==> src/rtl/enc_pkg.sv <==
// ---------------------------------------------------------------------------
// enc_pkg
// Shared types and helpers for the pipelined priority encoder.
//   enc_mode_t : runtime encoding mode carried alongside each input beat
//   enc_w()    : code width for an N-bit request vector
// ---------------------------------------------------------------------------
package enc_pkg;

  // Encoding modes. The reserved code behaves like strict one-hot so that
  // an unexpected mode value never silently hides a multi-bit request.
  typedef enum logic [1:0] {
    ENC_MSB    = 2'd0,
    ENC_LSB    = 2'd1,
    ENC_STRICT = 2'd2,
    ENC_RSVD   = 2'd3
  } enc_mode_t;

  // Width of the encoded index for an n-bit request vector.
  function automatic int enc_w(input int n);
    return $clog2(n);
  endfunction

endpackage

==> src/rtl/prio_encoder_pipe_if.sv <==
// ---------------------------------------------------------------------------
// prio_encoder_pipe_if
// Valid/ready bus for the pipelined priority encoder.
//   in_valid / in_ready : input beat handshake
//   in_d, in_mode       : request vector and encoding mode of the beat
//   out_valid/out_ready : output beat handshake
//   out_code            : encoded index
//   out_any             : request vector was non-zero
//   out_err             : strict-mode one-hot violation
// Modports: master = beat source / result sink, slave = encoder.
// ---------------------------------------------------------------------------
interface prio_encoder_pipe_if
  import enc_pkg::*;
#(
  parameter int N = 8
);

  localparam int W = enc_w(N);

  logic          in_valid;
  logic          in_ready;
  logic [N-1:0]  in_d;
  logic [1:0]    in_mode;
  logic          out_valid;
  logic          out_ready;
  logic [W-1:0]  out_code;
  logic          out_any;
  logic          out_err;

  modport master (
    output in_valid,
    output in_d,
    output in_mode,
    output out_ready,
    input  in_ready,
    input  out_valid,
    input  out_code,
    input  out_any,
    input  out_err
  );

  modport slave (
    input  in_valid,
    input  in_d,
    input  in_mode,
    input  out_ready,
    output in_ready,
    output out_valid,
    output out_code,
    output out_any,
    output out_err
  );

endinterface

==> src/rtl/enc_core.sv <==
// ---------------------------------------------------------------------------
// enc_core
// Purely combinational N-to-log2(N) encoder with selectable mode.
//   d    in  N : request vector
//   mode in  2 : encoding mode (enc_mode_t encoding)
//   code out W : encoded index (0 when d is zero or strict check fails)
//   any  out 1 : d is non-zero
//   err  out 1 : strict/reserved mode and d is not exactly one-hot
// ---------------------------------------------------------------------------
module enc_core
  import enc_pkg::*;
#(
  parameter  int N = 8,
  localparam int W = enc_w(N)
) (
  input  logic [N-1:0] d,
  input  logic [1:0]   mode,
  output logic [W-1:0] code,
  output logic         any,
  output logic         err
);

  logic [W-1:0] msb_idx;
  logic [W-1:0] lsb_idx;
  logic         one_hot;

  // Highest set bit: scanning upward lets the last hit win.
  always_comb begin
    msb_idx = '0;
    for (int i = 0; i < N; i++) begin
      if (d[i]) msb_idx = W'(i);
    end
  end

  // Lowest set bit: scanning downward lets the last hit win.
  always_comb begin
    lsb_idx = '0;
    for (int i = N - 1; i >= 0; i--) begin
      if (d[i]) lsb_idx = W'(i);
    end
  end

  // Clearing the lowest set bit leaves zero only for a single-bit vector,
  // so no popcount is needed.
  assign one_hot = (d != '0) && ((d & (d - N'(1))) == '0);
  assign any     = (d != '0);

  // In strict mode a one-hot vector's lowest set bit is its only set bit.
  always_comb begin
    code = '0;
    err  = 1'b0;
    case (enc_mode_t'(mode))
      ENC_MSB: code = msb_idx;
      ENC_LSB: code = lsb_idx;
      default: begin
        code = one_hot ? lsb_idx : '0;
        err  = !one_hot;
      end
    endcase
  end

endmodule

==> src/rtl/prio_encoder_pipe.sv <==
// ---------------------------------------------------------------------------
// prio_encoder_pipe
// Registered priority encoder behind a valid/ready handshake, with a
// saturating count of accepted beats flagged as strict-mode errors.
//   clk       in  1     : clock, rising edge
//   rst       in  1     : synchronous active-high reset
//   bus       slave     : input/output beat handshake and payload
//   err_clr   in  1     : synchronous clear of err_count (wins over increment)
//   err_count out CNT_W : accepted error beats, saturating
// ---------------------------------------------------------------------------
module prio_encoder_pipe
  import enc_pkg::*;
#(
  parameter  int N     = 8,
  parameter  int CNT_W = 8,
  localparam int W     = enc_w(N)
) (
  input  logic                 clk,
  input  logic                 rst,
  prio_encoder_pipe_if.slave   bus,
  input  logic                 err_clr,
  output logic [CNT_W-1:0]     err_count
);

  logic [W-1:0]     core_code;
  logic             core_any;
  logic             core_err;
  logic             accept;
  logic             out_valid_q;
  logic [W-1:0]     code_q;
  logic             any_q;
  logic             err_q;
  logic [CNT_W-1:0] cnt_q;

  enc_core #(.N(N)) u_core (
    .d    (bus.in_d),
    .mode (bus.in_mode),
    .code (core_code),
    .any  (core_any),
    .err  (core_err)
  );

  // The output register may take a new beat when it is empty or being
  // drained this cycle, which gives one beat per cycle with no bubble.
  assign bus.in_ready = !out_valid_q || bus.out_ready;
  assign accept       = bus.in_valid && bus.in_ready;

  // Output valid flag: set by an accept, cleared by a transfer that has
  // no replacement beat arriving in the same cycle.
  always_ff @(posedge clk) begin
    if (rst) begin
      out_valid_q <= 1'b0;
    end else if (accept) begin
      out_valid_q <= 1'b1;
    end else if (bus.out_ready) begin
      out_valid_q <= 1'b0;
    end
  end

  // Payload register only loads on accept, so it holds steady while the
  // downstream stalls.
  always_ff @(posedge clk) begin
    if (rst) begin
      code_q <= '0;
      any_q  <= 1'b0;
      err_q  <= 1'b0;
    end else if (accept) begin
      code_q <= core_code;
      any_q  <= core_any;
      err_q  <= core_err;
    end
  end

  // Error counter counts accepted error beats and sticks at all-ones;
  // a clear in the same cycle as an error accept leaves it at zero.
  always_ff @(posedge clk) begin
    if (rst) begin
      cnt_q <= '0;
    end else if (err_clr) begin
      cnt_q <= '0;
    end else if (accept && core_err && (cnt_q != {CNT_W{1'b1}})) begin
      cnt_q <= cnt_q + CNT_W'(1);
    end
  end

  assign bus.out_valid = out_valid_q;
  assign bus.out_code  = code_q;
  assign bus.out_any   = any_q;
  assign bus.out_err   = err_q;
  assign err_count     = cnt_q;

endmodule

==> src/flat_wrapper.sv <==
// flat-port wrapper written by rule: the top's interface ports become plain ports
module prio_encoder_pipe_flat import enc_pkg::*;
#(
  parameter  int N     = 8,
  parameter  int CNT_W = 8,
  localparam int W     = enc_w(N)
)
  (clk, rst, err_clr, err_count, bus_in_valid, bus_in_d, bus_in_mode, bus_out_ready, bus_in_ready, bus_out_valid, bus_out_code, bus_out_any, bus_out_err);
  prio_encoder_pipe_if #(.N(N)) bus_i ();
  input  logic clk;
  input  logic rst;
  input  logic err_clr;
  output logic [CNT_W-1:0] err_count;
  input wire logic [$bits(bus_i.in_valid)-1:0] bus_in_valid;
  input wire logic [$bits(bus_i.in_d)-1:0] bus_in_d;
  input wire logic [$bits(bus_i.in_mode)-1:0] bus_in_mode;
  input wire logic [$bits(bus_i.out_ready)-1:0] bus_out_ready;
  output wire logic [$bits(bus_i.in_ready)-1:0] bus_in_ready;
  output wire logic [$bits(bus_i.out_valid)-1:0] bus_out_valid;
  output wire logic [$bits(bus_i.out_code)-1:0] bus_out_code;
  output wire logic [$bits(bus_i.out_any)-1:0] bus_out_any;
  output wire logic [$bits(bus_i.out_err)-1:0] bus_out_err;
  assign bus_i.in_valid = bus_in_valid;
  assign bus_i.in_d = bus_in_d;
  assign bus_i.in_mode = bus_in_mode;
  assign bus_i.out_ready = bus_out_ready;
  assign bus_in_ready = bus_i.in_ready;
  assign bus_out_valid = bus_i.out_valid;
  assign bus_out_code = bus_i.out_code;
  assign bus_out_any = bus_i.out_any;
  assign bus_out_err = bus_i.out_err;
  prio_encoder_pipe #(.N(N), .CNT_W(CNT_W)) u_core (.clk(clk), .rst(rst), .bus(bus_i), .err_clr(err_clr), .err_count(err_count));
endmodule
==> config.mk <==
export PLATFORM = sky130hd
export DESIGN_NAME = prio_encoder_pipe_flat
export DESIGN_NICKNAME = d
export VERILOG_FILES = /design/src/rtl/enc_pkg.sv /design/src/rtl/prio_encoder_pipe_if.sv /design/src/rtl/enc_core.sv /design/src/rtl/prio_encoder_pipe.sv /design/src/flat_wrapper.sv
export SDC_FILE = /design/constraint.sdc
export NUM_CORES = 1
export LEC_CHECK = 0
export BUFFER_PORTS_ARGS = -buffer_cell sky130_fd_sc_hd__buf_2
export CAP_MARGIN = 20
export CELL_PAD_IN_SITES_DETAIL_PLACEMENT = 0
export CELL_PAD_IN_SITES_GLOBAL_PLACEMENT = 2
export CORE_ASPECT_RATIO = 0.6
export CORE_MARGIN = 2
export CORE_UTILIZATION = 25
export CTS_CLUSTER_SIZE = 40
export DETAILED_ROUTE_END_ITERATION = 8
export PLACE_DENSITY_LB_ADDON = 0.1
export SLEW_MARGIN = 0
export SYNTH_ARGS = -nofsm -noshare
export SYNTH_HDL_FRONTEND = slang
export SYNTH_SLANG_ARGS = --single-unit
export TNS_END_PERCENT = 1
==> constraint.sdc <==
create_clock -name clk -period 2 [get_ports clk]
set_input_delay 0.4 -clock clk [delete_from_list [all_inputs] [get_ports clk]]
set_output_delay 0.4 -clock clk [all_outputs]
set_load 0.01 [all_outputs]
==> results of run 1 <==
power by group through the flow:
stage / Combinational [uW] / Clock (uW) / Sequential [uW]
floorplan: 81.6 / 0 / 301
global placement: 144 / 0 / 297
detailed placement: 145 / 0 / 298
CTS: 145 / 300 / 291
global route: 161 / 311 / 292
finish: 146 / 288 / 291
cell families after synthesis:
logic type | after synthesis | synth area share
AOI/OAI and AO/OA | 43 | 0.304
buffers and inverters | 15 | 0.0882
DFF | 14 | 0.275
adders and majority gates | 2 | 0.0221
and+or+nand+nor | 54 | 0.311
how the worst max path moves through the flow:
stage	slack (ps)	cells after the start	startpoint	end
floorplan	70	6	bus_in_d[3]	u_core.bus.out_code[0]
global placement	-90	6	bus_in_d[3]	u_core.bus.out_code[0]
CTS	150	6	bus_in_d[3]	u_core.bus.out_code[0]
global route	100	6	bus_in_d[0]	u_core.err_count[4]
finish	150	6	bus_in_d[3]	u_core.bus.out_code[0]
detailed placement	-110	6	bus_in_d[3]	u_core.bus.out_code[0]
flip-flops by register name (all words and copies together) (netlist names):
name and flops:
u_core.err_count 8, u_core.bus.out_code 3, u_core.bus.out_any 1, u_core.bus.out_err 1, u_core.bus.out_valid 1
metrics by stage:
| step | total power (uW) | std cells | util |
|---|---|---|---|
| 6_report | 725 | 220 | 0.362 |
| 3_5_place_dp | 442 | 216 | 0.347 |
| 4_1_cts | 736 | 220 | 0.362 |
| 3_3_place_gp | 442 | 216 | 0.347 |
| 2_1_floorplan | 382 | 128 | - |
| 5_1_grt | 764 | 220 | 0.362 |
Yosys cell counts, types with 3 or more instances:
cell type,n
buf_6,4
nor3_1,5
or4_1,5
nor2_1,7
o21ai_1,3
dfxtp_1,14
a211oi_1,3
inv_1,5
nand2_1,7
o31ai_1,5
a21oi_1,15
clkbuf_1,3
o21ai_0,4
nand3_1,8
routing by layer:
layer / routed length [microns] / track usage
met1: 1830 / 0.228
met3: 236 / 0.0515
met4: 26 / 0.0365
met2: 1180 / 0.201
met5: 0 / 0
worst reg2reg max path: cells and delay by family, from the launching register on:
kind            cells  cell delay, ps
compound gates      1             150
simple gates        3             860
fa+ha+maj           1             270
flops               1             350
area by class of cell:
cell class	count	area, sq um	area share
multi-input cells	99	651	0.475
well taps	47	58.8	0.0429
flip-flops and latches	14	280	0.205
inverters	6	22.5	0.0164
repair buffers	50	303	0.221
clock buffers	4	55.1	0.0402
==> impl_metrics.json, run 1 <==
{
  "cts_tree": "done",
  "clkPwrFrac": 0.397,
  "setup_ws_ps": 153,
  "design_area_sq_um": 1370,
  "drive_gt1_frac": 0.364,
  "overflow": 0,
  "synth_nets": 144,
  "synth_area_sq_um": 1020,
  "die_area_sq_um": 4630,
  "portBuffers": 29,
  "required_ps": 2180,
  "fp-row-count": 17,
  "antenna_found_initial": 0,
  "combPwrFrac": 0.201,
  "r2r_setup_slack_ps": 310,
  "power.switching_uw": 201,
  "worst_pin_slew_ps": 403,
  "hold_violations": 0,
  "holdBufCountCts": 0,
  "hold_path_class": "in -> reg",
  "fp.dieW_microns": 86.5,
  "ant_nets": 0,
  "diodes": 0,
  "area_growth_pct": 34.2,
  "max_clock_freq_mhz": 541,
  "cts_resized": 0,
  "final_common_cell": "buf_2",
  "power.density_nw_per_um2": 529,
  "first_global_vias": 1044,
  "synthCells": 128,
  "clock-sinks": 14,
  "fillers": 430,
  "grt_pass1_wl_microns": 5260,
  "seq_area_frac_synth": 0.275,
  "yosysTopAreaCellShare": 0.275,
  "worst_hold_path.endpoint": "u_core.bus.out_valid",
  "cts_buffer_depth": 2,
  "io_pins": 30,
  "crit_type": "in -> reg",
  "slowest_stage": "or3_4",
  "cp.buffers_inverters": 1,
  "grt_max_degree": 11,
  "synthTopCellsByArea": "dfxtp_1 (27%), a21oi_1 (7.4%), buf_6 (4.4%), nand3_1 (3.9%), o31ai_1 (3.7%)",
  "cp.arrival_ps": 2020,
  "p_leak_uw": 0.000545,
  "first_pass_iters": 4,
  "fin_crit_sh": 0.923,
  "fp.dieH_microns": 53.5,
  "viasPerCell": 5.27,
  "vias": 1159,
  "slowest_delay_ps": 420,
  "start_kind": "primary input",
  "path_clk_slew_ps": 70,
  "clock_skew_ps": 3.94,
  "wire_per_inst_microns": 14.9,
  "holdWs_ps": 397,
  "yosys_warnings": 0,
  "cts_buffers": 3,
  "avgSynthCellArea_sq_um": 7.98,
  "core_area_sq_um": 3790,
  "gp_congestion": 0.867,
  "layout_common_cells": "buf_2 (29), buf_4 (21), a21oi_1 (15), dfxtp_1 (14), nand3_1 (8)",
  "drc": 0,
  "p_int_uw": 523,
  "report.final.setup_viol": 0,
  "post_dp_cell_area_sq_um": 1320,
  "initial_core_util": 0.270,
  "worstSkewPairLatency_ps": 250,
  "dp_slack_ps": -112,
  "synth-seq-cells": 14,
  "cp_max_fo": 7,
  "end_kind": "flop",
  "setup_tns_ps": 0,
  "slew_headroom": 0.729,
  "synth-async-reset-ratio": 0,
  "h-tree-depth": 1,
  "crit-reg2reg-launch": "u_core.err_count[0]",
  "swShare": 0.278,
  "drt_iter0_drc": 88,
  "synth_cell_types": 46,
  "clockRootBuffer": "clkbuf_8",
  "routed_wl_microns": 3270,
  "rsz0062_at_grt": "no",
  "hold-path-cell-count": 3,
  "ff2ff_path_depth": 5,
  "min-delay-start": "bus_in_valid",
  "irDropWorstVdd_mv": 0.183,
  "crit_chain": "buf_2, or3_4, a2111oi_4, o22ai_1, a221o_1, a211oi_2",
  "ys.flop_type": "dfxtp_1",
  "critPathTopFamily": "compound AO/OA/AOI/OAI gates",
  "status": "completed",
  "fin_crit_ps": 1850,
  "hpwl_microns": 2610,
  "post_cts_buffers": 0,
  "cap_viol_max_count": 0,
  "grt_usage": 0.152,
  "nNetsFinal": 190,
  "seq_power_share": 0.402,
  "yosysTopAreaCell": "dfxtp_1",
  "r2r_end": "u_core.err_count[4]",
  "synth_edf_count": 0,
  "slew_viol_final": 0
}
No activity file was read; power rests on OpenSTA's default activity.
==> run 2, diff against run 1 <==
--- a/config.mk
+++ b/config.mk
@@ -11,7 +11,8 @@
 export CELL_PAD_IN_SITES_GLOBAL_PLACEMENT = 2
 export CORE_ASPECT_RATIO = 0.6
 export CORE_MARGIN = 2
-export CORE_UTILIZATION = 25
+export CORE_UTILIZATION = 27
+export CTS_BUF_LIST = sky130_fd_sc_hd__clkbuf_2
 export CTS_CLUSTER_SIZE = 40
 export DETAILED_ROUTE_END_ITERATION = 8
 export PLACE_DENSITY_LB_ADDON = 0.1
==> impl_metrics.json, run 2 (synthesis gave the netlist of run 1 again) <==
{
  "status": "completed",
  "finalPower_uw": 571,
  "clock-sinks": 14,
  "critPathTopFamily": "simple AND/OR/NAND/NOR gates",
  "io_pins": 30,
  "required_ps": 2230,
  "worstSkewPairLatency_ps": 280,
  "drt_iter0_drc": 125,
  "grt_usage": 0.150,
  "first_pass_iters": 4,
  "portBuffers": 29,
  "swShare": 0.323,
  "irDropWorstVdd_mv": 0.170,
  "ant_nets": 0,
  "fp.dieH_microns": 51.6,
  "largest_reg_flops": 8,
  "fp.dieW_microns": 83.4,
  "fp-row-count": 17,
  "combPwrFrac": 0.249,
  "diodes": 0,
  "cts_tree": "done",
  "core_area_sq_um": 3640,
  "design_area_sq_um": 1300,
  "power.switching_uw": 184,
  "hpwl_microns": 2520,
  "rsz0062_at_grt": "no",
  "power.density_nw_per_um2": 439,
  "drc": 0,
  "seq_power_share": 0.511,
  "grt_max_degree": 15,
  "worst_pin_slew_ps": 386,
  "slew_viol_final": 0,
  "viasPerCell": 5.18,
  "routed_wl_microns": 3150,
  "holdBufCountCts": 0,
  "cp_max_fo": 14,
  "cts_buffers": 3,
  "p_leak_uw": 0.000510,
  "clkPwrFrac": 0.240,
  "crit_chain": "buf_2, nor4_2, a21oi_1, o22a_4, or4_1, a21oi_1",
  "h-tree-depth": 1,
  "slowest_stage": "or4_1",
  "overflow": 0,
  "gp_congestion": 0.942,
  "slowest_delay_ps": 520,
  "nNetsFinal": 186,
  "area_growth_pct": 27.3,
  "slew_headroom": 0.740,
  "hold_path_class": "in -> reg",
  "cts_buffer_depth": 2,
  "utilization": 0.357,
  "final_common_cell": "buf_2",
  "setup_tns_ps": 0,
  "clock_skew_ps": 5.93,
  "r2r_setup_slack_ps": 230,
  "path_common_cell": "a21oi_1",
  "cp.arrival_ps": 2100,
  "cap_viol_max_count": 0,
  "first_global_vias": 963,
  "layout_common_cells": "buf_2 (29), buf_4 (17), a21oi_1 (15), dfxtp_1 (14), nand3_1 (8)",
  "report.final.setup_viol": 0,
  "hold_violations": 0,
  "clockRootBuffer": "clkbuf_2",
  "path_clk_slew_ps": 150,
  "p_int_uw": 387,
  "fin_crit_ps": 1870,
  "post_cts_buffers": 0,
  "die_area_sq_um": 4310,
  "max_clock_freq_mhz": 534,
  "cp.buffers_inverters": 1,
  "post_dp_cell_area_sq_um": 1280,
  "antenna_found_initial": 0,
  "fin_crit_sh": 0.937,
  "fillers": 385,
  "grt_pass1_wl_microns": 4980,
  "start_kind": "primary input",
  "cts_resized": 0,
  "initial_core_util": 0.281,
  "crit_type": "in -> reg",
  "drive_gt1_frac": 0.345,
  "end_kind": "flop",
  "vias": 1113,
  "wire_per_inst_microns": 14.7
}
## run 2: area by class of cell
cell class | instances | area [sq um] | area share
well taps | 47 | 58.8 | 0.0452
clock buffers | 3 | 15.0 | 0.0115
inverters | 6 | 22.5 | 0.0173
repair buffers | 46 | 273 | 0.210
multi-input cells | 99 | 651 | 0.500
flip-flops and latches | 14 | 280 | 0.216
## run 2: through the flow
step / hold slack [ps] / instances / worst slack, ps
floorplan: 465 / 128 / 74.8
global placement: 451 / 212 / -175
detailed placement: 465 / 212 / -136
CTS: 347 / 215 / 174
global route: 366 / 215 / 31.0
finish: 361 / 215 / 127
## run 2: metal layers
metal | part of all wire | wire length (microns) | track usage
met5 | 0 | 0 | 0
met4 | 0.0022 | 7 | 0.0246
met3 | 0.10 | 323 | 0.0571
met2 | 0.33 | 1030 | 0.181
met1 | 0.57 | 1800 | 0.240
## run 2: path summary, 6_finish.rpt
kind,cells past startpoint,endpoint,start
max reg2reg,6,u_core.err_count[7],u_core.err_count[0]
min reg2reg,2,u_core.bus.out_err,u_core.bus.out_err
min,2,u_core.bus.out_code[0],rst
max,6,u_core.err_count[6],bus_in_d[5]
## run 2: power groups by stage
stage / Combinational, uW / Sequential [uW] / Clock (uW)
floorplan: 81.6 / 301 / 0
global placement: 143 / 297 / 0
detailed placement: 140 / 298 / 0
CTS: 141 / 292 / 141
global route: 157 / 293 / 148
finish: 142 / 292 / 137
## run 2: worst reg2reg max path, cell delays in order, from the launching register on
cell	delay (ps)
dfxtp_1	420
nand3_1	100
nor3b_1	260
buf_4	170
nand3_1	110
or4b_1	520
a21oi_1	150
==> run 3, diff against run 2 <==
--- a/config.mk
+++ b/config.mk
@@ -16,6 +16,7 @@
 export CTS_CLUSTER_SIZE = 40
 export DETAILED_ROUTE_END_ITERATION = 8
 export PLACE_DENSITY_LB_ADDON = 0.1
+export REMOVE_ABC_BUFFERS = 1
 export SLEW_MARGIN = 0
 export SYNTH_ARGS = -nofsm -noshare
 export SYNTH_HDL_FRONTEND = slang
==> impl_metrics.json, run 3 (synthesis gave the netlist of run 1 again) <==
{
  "cts_tree": "done",
  "fp.dieH_microns": 51.6,
  "initial_core_util": 0.281,
  "cts_buffers": 3,
  "drive_gt1_frac": 0.343,
  "dp_slack_ps": -97.4,
  "clockRootBuffer": "clkbuf_2",
  "ff2ff_path_depth": 5,
  "status": "completed",
  "gp_congestion": 0.829,
  "grt_usage": 0.149,
  "crit_type": "in -> reg",
  "report.final.setup_viol": 0,
  "antenna_found_initial": 0,
  "area_growth_pct": 27.7,
  "area.sequential_sq_um": 280,
  "combPwrFrac": 0.248,
  "cap_viol_max_count": 0,
  "overflow": 0,
  "r2r_setup_slack_ps": 230,
  "drt_iter0_drc": 55,
  "hold-path-cell-count": 3,
  "final_common_cell": "buf_2",
  "drc": 0,
  "grt_max_degree": 12,
  "setup_ws_ps": 209,
  "fp-row-count": 17,
  "slowest_stage": "or4_1",
  "first_global_vias": 993,
  "power.switching_uw": 184,
  "worst_hold_path.endpoint": "u_core.bus.out_valid",
  "dp.cells": 212,
  "cts_buffer_depth": 2,
  "required_ps": 2210,
  "slew_headroom": 0.722,
  "fp.dieW_microns": 83.4,
  "start_kind": "primary input",
  "r2r_end": "u_core.err_count[4]",
  "slowest_delay_ps": 470,
  "viasPerCell": 5.31,
  "wire_per_inst_microns": 14.2,
  "max_clock_freq_mhz": 558,
  "core_area_sq_um": 3640,
  "layout_common_cells": "buf_2 (29), buf_4 (17), a21oi_1 (15), dfxtp_1 (14), nand3_1 (8)",
  "ant_nets": 0,
  "path_clk_slew_ps": 140,
  "h-tree-depth": 1,
  "worstSkewPairLatency_ps": 280,
  "crit_chain": "buf_2, a211oi_1, o311a_1, o22a_4, or4_1, a21oi_1",
  "multi_input_area_sq_um": 651,
  "fillers": 394,
  "min-delay-start": "bus_in_valid",
  "clkPwrFrac": 0.245,
  "rsz0062_at_grt": "no",
  "largest_reg_flops": 8,
  "irDropWorstVdd_mv": 0.239,
  "cp.arrival_ps": 2010,
  "end_kind": "flop",
  "p_leak_uw": 0.000511,
  "fin_crit_sh": 0.896,
  "die_area_sq_um": 4310,
  "cts_resized": 0,
  "utilization": 0.358,
  "portBuffers": 29,
  "nNetsFinal": 186,
  "power.density_nw_per_um2": 440,
  "routed_wl_microns": 3070,
  "clock-sinks": 14,
  "vias": 1146,
  "first_pass_iters": 4,
  "fin_cells": 216,
  "diodes": 0,
  "crit-reg2reg-launch": "u_core.err_count[0]",
  "cp_max_fo": 11,
  "slew_viol_final": 0,
  "p_int_uw": 390,
  "clock_skew_ps": 0.906,
  "hpwl_microns": 2390,
  "hold_path_class": "in -> reg",
  "worst_pin_slew_ps": 412,
  "io_pins": 30,
  "swShare": 0.321,
  "post_cts_buffers": 0,
  "grt_pass1_wl_microns": 5110,
  "hold_violations": 0,
  "fin_crit_ps": 1790,
  "seq_power_share": 0.507,
  "holdBufCountCts": 0
}
-- run 3: cell types whose count changed in the layout (fill, tap and decap cells not counted) --
cell	previous run	this run
clkinv_1	0	1
-- run 3: critical path: cells and delay by family --
family	cells	cell delay, ps
AND/OR/NAND/NOR	1	470
AO/OA/AOI/OAI	4	940
buffers and inverters	1	190
-- run 3: routing by layer --
| metal | part of all wire | track usage |
|---|---|---|
| met1 | 0.57 | 0.242 |
| met2 | 0.37 | 0.188 |
| met3 | 0.053 | 0.0429 |
| met4 | 0.0026 | 0.0219 |
| met5 | 0 | 0 |
-- run 3: power groups by stage --
stage / Combinational [uW] / Sequential (uW) / Clock, uW
6_report: 142 / 291 / 140
3_3_place_gp: 141 / 297 / 0
4_1_cts: 141 / 291 / 151
3_5_place_dp: 140 / 297 / 0
5_1_grt: 155 / 293 / 164
2_1_floorplan: 59.7 / 301 / 0
-- run 3: worst max-delay path by stage --
stage                        start                      to
2_1_floorplan          bus_in_d[3]  u_core.bus.out_code[0]
3_3_place_gp           bus_in_d[3]  u_core.bus.out_code[0]
3_5_place_dp           bus_in_d[2]     u_core.err_count[5]
4_1_cts        u_core.err_count[0]     u_core.err_count[4]
5_1_grt        u_core.err_count[0]     u_core.err_count[4]
6_report               bus_in_d[2]     u_core.err_count[5]
-- run 3: per-stage QoR --
stage | hold WS (ps) | setup TNS (ps) | total power, uW | cell area (sq um)
floorplan | 465 | 0 | 360 | 953
global placement | 442 | -174 | 438 | 1280
detailed placement | 447 | -572 | 437 | 1280
CTS | 335 | 0 | 583 | 1300
global route | 325 | 0 | 612 | 1300
finish | 357 | 0 | 574 | 1300
-- run 3: area by class of cell --
type | count | share of cell area
Clock buffer | 3 | 0.0115
Clock inverter | 1 | 0.00288
Inverter | 6 | 0.0173
Multi-Input combinational cell | 99 | 0.499
Sequential cell | 14 | 0.215
Tap cell | 47 | 0.0451
Timing Repair Buffer | 46 | 0.209
